[src/rtl/wb_arbiter.sv]
// wb_arbiter: round-robin Wishbone arbiter; a grant is held for the master's whole cyc.
// Define WB_ARB_TIMEOUT_EN to add a stall timeout with one-cycle backoff and per-master lockout.
module wb_arbiter #(
  parameter int unsigned NUM_MASTERS   = 3,
  parameter int unsigned ADDRESS_WIDTH = 16,
  parameter int unsigned DATA_WIDTH    = 8,
  parameter int unsigned DATA_BYTES    = 1,
  parameter int unsigned MAX_HOLD      = 64
) (
  input  logic                              clk_i,
  input  logic                              rst_ni,
  input  logic [NUM_MASTERS*ADDRESS_WIDTH-1:0] m_adr_i,
  input  logic [NUM_MASTERS*DATA_WIDTH-1:0] m_dat_i,
  input  logic [NUM_MASTERS-1:0]            m_we_i,
  input  logic [NUM_MASTERS*DATA_BYTES-1:0] m_sel_i,
  input  logic [NUM_MASTERS-1:0]            m_stb_i,
  input  logic [NUM_MASTERS-1:0]            m_cyc_i,
  input  logic [NUM_MASTERS*3-1:0]          m_cti_i,
  output logic [DATA_WIDTH-1:0]             m_dat_o,
  output logic [NUM_MASTERS-1:0]            m_ack_o,
  output logic [ADDRESS_WIDTH-1:0]          s_adr_o,
  output logic [DATA_WIDTH-1:0]             s_dat_o,
  input  logic [DATA_WIDTH-1:0]             s_dat_i,
  output logic                              s_we_o,
  output logic [DATA_BYTES-1:0]             s_sel_o,
  output logic                              s_stb_o,
  output logic                              s_cyc_o,
  output logic [2:0]                        s_cti_o,
  input  logic                              s_ack_i,
  output logic [NUM_MASTERS-1:0]            grant_o,
  output logic                              busy_o
);

  localparam int unsigned IdxW = $clog2(NUM_MASTERS);

`ifdef WB_ARB_TIMEOUT_EN
  localparam int unsigned CntW = $clog2(MAX_HOLD + 1);
  typedef enum logic [1:0] {StIdle, StGrant, StBackoff} state_e;
`else
  typedef enum logic [0:0] {StIdle, StGrant} state_e;
`endif

  state_e                 state_q, state_d;
  logic [NUM_MASTERS-1:0] grant_q, grant_d;
  logic [IdxW-1:0]        last_q, last_d;
  logic [NUM_MASTERS-1:0] eligible;
  logic                   pick_found;
  logic [IdxW-1:0]        pick_idx;
  logic [IdxW-1:0]        cand;

`ifdef WB_ARB_TIMEOUT_EN
  logic [CntW-1:0]        hold_q, hold_d;
  logic [NUM_MASTERS-1:0] lock_q, lock_d;
  logic                   timeout;

  assign eligible = m_cyc_i & ~lock_q;
  // Fires on the stalled edge that would bring the counter to MAX_HOLD.
  assign timeout  = (state_q == StGrant) && s_stb_o && !s_ack_i &&
                    (hold_q == CntW'(MAX_HOLD - 1));
`else
  assign eligible = m_cyc_i;
`endif

  // Search starts just after the last granted index so the previous owner ranks last.
  always_comb begin
    pick_found = 1'b0;
    pick_idx   = '0;
    cand       = '0;
    for (int i = 0; i < NUM_MASTERS; i++) begin
      cand = IdxW'((int'(last_q) + 1 + i) % NUM_MASTERS);
      if (!pick_found && eligible[cand]) begin
        pick_found = 1'b1;
        pick_idx   = cand;
      end
    end
  end

  always_comb begin
    state_d = state_q;
    grant_d = grant_q;
    last_d  = last_q;
`ifdef WB_ARB_TIMEOUT_EN
    lock_d  = lock_q & m_cyc_i;
`endif
    unique case (state_q)
      StIdle: begin
        if (pick_found) begin
          grant_d = NUM_MASTERS'(1) << pick_idx;
          last_d  = pick_idx;
          state_d = StGrant;
        end
      end
      StGrant: begin
        if (!m_cyc_i[last_q]) begin
          grant_d = '0;
          state_d = StIdle;
        end
`ifdef WB_ARB_TIMEOUT_EN
        else if (timeout) begin
          grant_d        = '0;
          lock_d[last_q] = 1'b1;
          state_d        = StBackoff;
        end
`endif
      end
`ifdef WB_ARB_TIMEOUT_EN
      StBackoff: state_d = StIdle;
`endif
      default: state_d = StIdle;
    endcase
  end

`ifdef WB_ARB_TIMEOUT_EN
  always_comb begin
    hold_d = hold_q;
    if (state_q == StGrant) begin
      if (s_ack_i) begin
        hold_d = '0;
      end else if (s_stb_o) begin
        hold_d = hold_q + 1'b1;
      end
    end
    if (state_d != StGrant) hold_d = '0;
  end
`endif

  always_ff @(posedge clk_i or negedge rst_ni) begin
    if (!rst_ni) begin
      state_q <= StIdle;
      grant_q <= '0;
      last_q  <= IdxW'(NUM_MASTERS - 1);
`ifdef WB_ARB_TIMEOUT_EN
      hold_q  <= '0;
      lock_q  <= '0;
`endif
    end else begin
      state_q <= state_d;
      grant_q <= grant_d;
      last_q  <= last_d;
`ifdef WB_ARB_TIMEOUT_EN
      hold_q  <= hold_d;
      lock_q  <= lock_d;
`endif
    end
  end

  // AND-OR mux on the registered one-hot grant; everything reads zero while no grant is held.
  always_comb begin
    s_adr_o = '0;
    s_dat_o = '0;
    s_sel_o = '0;
    s_cti_o = '0;
    s_we_o  = 1'b0;
    s_stb_o = 1'b0;
    s_cyc_o = 1'b0;
    for (int i = 0; i < NUM_MASTERS; i++) begin
      if (grant_q[i]) begin
        s_adr_o = s_adr_o | m_adr_i[i*ADDRESS_WIDTH +: ADDRESS_WIDTH];
        s_dat_o = s_dat_o | m_dat_i[i*DATA_WIDTH +: DATA_WIDTH];
        s_sel_o = s_sel_o | m_sel_i[i*DATA_BYTES +: DATA_BYTES];
        s_cti_o = s_cti_o | m_cti_i[i*3 +: 3];
        s_we_o  = s_we_o  | m_we_i[i];
        s_stb_o = s_stb_o | (m_stb_i[i] & m_cyc_i[i]);
        s_cyc_o = s_cyc_o | m_cyc_i[i];
      end
    end
  end

  assign m_ack_o = grant_q & {NUM_MASTERS{s_ack_i}};
  assign m_dat_o = s_dat_i;
  assign grant_o = grant_q;
  assign busy_o  = |grant_q;

endmodule

[config.mk]
export PLATFORM = sky130hd
export DESIGN_NAME = wb_arbiter
export DESIGN_NICKNAME = d
export VERILOG_FILES = /design/src/rtl/wb_arbiter.sv
export SDC_FILE = /design/constraint.sdc
export NUM_CORES = 1
export LEC_CHECK = 0
export CAP_MARGIN = 20
export CELL_PAD_IN_SITES_DETAIL_PLACEMENT = 1
export CELL_PAD_IN_SITES_GLOBAL_PLACEMENT = 2
export CORE_MARGIN = 5
export CORE_UTILIZATION = 11
export CTS_BUF_LIST = sky130_fd_sc_hd__clkbuf_16
export DETAILED_ROUTE_END_ITERATION = 10
export GPL_ROUTABILITY_DRIVEN = 0
export HOLD_SLACK_MARGIN = 0.15
export PLACE_DENSITY = 0.94
export SYNTH_ARGS = -nofsm -noshare
export SYNTH_HDL_FRONTEND = slang
export SYNTH_SLANG_ARGS = --single-unit
[constraint.sdc]
create_clock -name clk_i -period 5.84 [get_ports clk_i]
set_input_delay 0.584 -clock clk_i [delete_from_list [all_inputs] [get_ports clk_i]]
set_output_delay 0.584 -clock clk_i [all_outputs]
set_load 0.02 [all_outputs]
==> flow_metrics.py <==
metrics = {
    "placement": {
        "dp_hpwl_um": 4700,
        "place_area_um2": 2440,
        "portBuffers": 133,
    },
    "clock_network": {
        "cts-resized-gates": 0,
        "clock_path_buffers": 2,
        "cts.sinks": 6,
        "clk_pin_slew_ns": 0.04,
        "htree_levels": 1,
        "root_buffer": "clkbuf_16",
        "cts_tree": "yes",
        "cts_setup_buffers": 0,
        "clock_latency_ns": 0.23,
        "cts_buffers": 3,
        "hold_buffers": 0,
    },
    "die": {
        "start_util_pct": 11.3,
        "die_w_um": 107,
        "coreArea_um2": 9240,
        "io_pins": 150,
        "num_rows": 35,
        "die-area_um2": 11500,
        "die_h_um": 107,
    },
    "power_and_ir_drop": {
        "power.net_switching_uw": 464,
        "power.density_nw_per_um2": 402,
        "vdd_drop_max_v": 0.000127,
        "p_seq_share_pct": 8.1,
        "p_int_uw": 548,
        "power_frac_comb_pct": 80.8,
        "swShare_pct": 45.8,
        "power_uw": 1010,
        "power_frac_clock_pct": 11.1,
        "leakage_uw": 0.00107,
    },
    "setup_path": {
        "crit_arrival_ns": 2.10,
        "cpPeakStageDelay_ns": 0.55,
        "crit_required_ns": 5.26,
        "crit_type": "in -> out",
        "cp-start-kind": "primary input",
        "r2r_cells": 7,
        "crit_top_cell": "clkdlybuf4s50_1",
        "critPathMaxFanout": 8,
        "cp_top_family": "buffers and inverters",
        "r2r_end": "grant_o[0]",
        "crit_slowest_cell": "clkdlybuf4s50_1",
        "reg2reg_from": "last_q[1]",
        "crit_path_end_kind": "output port",
        "cp_cell_sequence": "clkdlybuf4s50_1 > a222oi_1 > inv_1 > clkdlybuf4s50_1",
        "crit_buf_inv": 3,
        "r2r_slack_ns": 3.60,
    },
    "finish": {
        "fin_area_um2": 2510,
        "layout-drive-gt1-share_pct": 5.88,
        "layout.nets": 363,
        "final_util_pct": 27.2,
        "diodes": 0,
        "area_growth_pct": 142,
        "fillCellCount": 1091,
    },
    "global_route": {
        "grt.overflow.total": 0,
        "antenna_found_initial": 0,
        "grt_max_degree": 36,
        "grt.total_usage_pct": 9.58,
        "first_global_vias": 1794,
        "grt_pass1_wl_um": 9010,
    },
    "yosys": {
        "netlist_instances": 137,
        "synth.ff_latch_count": 6,
        "synth.area.mux_share_pct": 3.37,
        "yosys.area_share.simple_pct": 11.3,
        "yosysWarningCount": 0,
        "syn_area_um2": 1040,
        "synth_compound_area_share_pct": 43.8,
        "synth_area_per_cell_um2": 7.60,
        "ys_seq_area_share_pct": 14.5,
        "synth_fa_ha_area_share_pct": 3.61,
        "synth_nets": 244,
        "synth_top_family_by_area": "compound AO/OA/AOI/OAI gates",
        "synth_xor_area_share_pct": 0,
        "synth_cell_types": 34,
    },
    "sta": {
        "period_minus_slack_ns": 2.69,
        "period_share_pct": 46.0,
        "tns_ns": 0,
        "maxSlewHeadroom_pct": 72.7,
        "setup_viol": 0,
        "fmax_ghz": 0.372,
        "hold_violations": 0,
        "worstMarginPinSlew_ns": 0.409,
        "rsz0062_at_grt": "false",
        "slew_viol_final": 0,
        "fin_worst_skew_ns": 0.00381,
    },
    "drt": {
        "drt-vias-per-instance": 4.33,
        "first_pass_iters": 5,
        "wl_per_cell_um": 15.1,
        "drtAntennaViolNets": 0,
        "drt_wl_total_um": 5810,
        "drc_errors": 0,
        "dr_total_vias": 1664,
        "drt_iter0_markers": 171,
    },
    "status": {
        "status": "finished, final reports clean",
    },
    "flow_run": {
        "cap_violations": 0,
    },
    "worst_hold_path": {
        "hold_class": "in -> async",
    },
}
cells in the final DEF (no fill, tap or decap), drive strengths merged, types with 2 or more instances in the layout:
cell           count
buf                3
inv               34
ha                 3
a222oi            30
nand3              5
nand2              7
a31oi              2
and2               3
mux2i              2
o211ai             2
nand2b             3
clkdlybuf4s50    133
o21ai              2
dfrtp              5
clkbuf             3
o22ai              4
Yosys cell counts, drive strengths merged:
| cell | number | share of area (%) |
|---|---|---|
| mux2i | 2 | 1.9 |
| and2 | 3 | 1.8 |
| a22o | 1 | 0.84 |
| o22ai | 4 | 2.4 |
| clkbuf | 12 | 4.3 |
| ha | 3 | 3.6 |
| o21ai | 2 | 1.3 |
| o32ai | 1 | 1.6 |
| inv | 33 | 12 |
| buf | 10 | 7.2 |
| nor2 | 1 | 0.36 |
| dfrtp | 5 | 12 |
| o211a | 1 | 0.96 |
| dfstp | 1 | 2.5 |
| o21ba | 1 | 0.96 |
| a31o | 1 | 0.84 |
| o31a | 1 | 0.84 |
| a211oi | 1 | 1.2 |
| a222oi | 30 | 29 |
| or4b | 1 | 1.3 |
| o211ai | 2 | 1.4 |
| a31oi | 2 | 1.2 |
| o22a | 1 | 0.84 |
| mux2 | 1 | 1.4 |
| nand2b | 3 | 2.0 |
| or3 | 1 | 0.60 |
| nand2 | 7 | 2.8 |
| nand3 | 5 | 2.4 |
| a21oi | 1 | 0.48 |
power by group through the flow:
stage                     clock [uW]  combinational (uW)  sequential, uW
after global routing             118                 891            84.7
final                            113                 817            82.0
after floorplan                    0                 476            81.1
after detailed placement           0                 826            81.7
after global placement             0                 808            81.3
after CTS                        116                 830            81.7
per-stage QoR:
step | instances | setup WS (ns) | hold slack, ns
after floorplan | 137 | 3.81 | 0.288
after global placement | 380 | 3.18 | 0.579
after detailed placement | 380 | 3.13 | 0.590
after CTS | 384 | 3.13 | 0.594
after global routing | 384 | 3.06 | 0.631
final | 384 | 3.15 | 0.600
routing by layer:
metal | GRT usage [%] | vias to the layer above | wire length, um
li1 | - | 760 | -
met1 | 10.8 | 793 | 2210
met2 | 17.3 | 109 | 2770
met3 | 3.60 | 2 | 799
met4 | 1.64 | 0 | 31
met5 | 0 | - | 0
layout make-up:
class / count / area, um2 / area share, %
repair buffers: 136 / 1350 / 53.8
clock inverters: 1 / 3.75 / 0.149
multi-input cells: 76 / 646 / 25.7
well taps: 129 / 161 / 6.42
clock buffers: 3 / 75.1 / 2.99
inverters: 33 / 124 / 4.93
flip-flops and latches: 6 / 151 / 6.02
flip-flops by register name, summed over array words and instances, names as in the netlist:
register,count
grant_o,3
last_q,2
state_q,1
kinds of logic after synthesis:
| family | after synthesis |
|---|---|
| simple gates | 21 |
| buf+inv | 55 |
| compound gates | 49 |
| mux | 3 |
| fa+ha+maj | 3 |
| flops | 6 |
worst register-to-register path, stage by stage, from the launching register on:
cell and delay [ns]:
dfstp_2 0.56, inv_1 0.09, ha_1 0.28, a22o_1 0.28
a211oi_2 0.24, a31o_1 0.18, mux2_4 0.32, o32ai_2 0.21
worst max-delay path by stage:
stage	start	slack [ns]	end	cells after the start
6_report	m_cyc_i[1]	3.15	s_cyc_o	4
5_1_grt	m_cyc_i[1]	3.06	s_cyc_o	4
4_1_cts	m_cyc_i[1]	3.13	s_cyc_o	4
3_5_place_dp	m_cyc_i[1]	3.13	s_cyc_o	4
3_3_place_gp	m_cyc_i[1]	3.18	s_cyc_o	4
2_1_floorplan	last_q[1]	3.81	last_q[0]	7
Power figures use the tool's default switching activity.
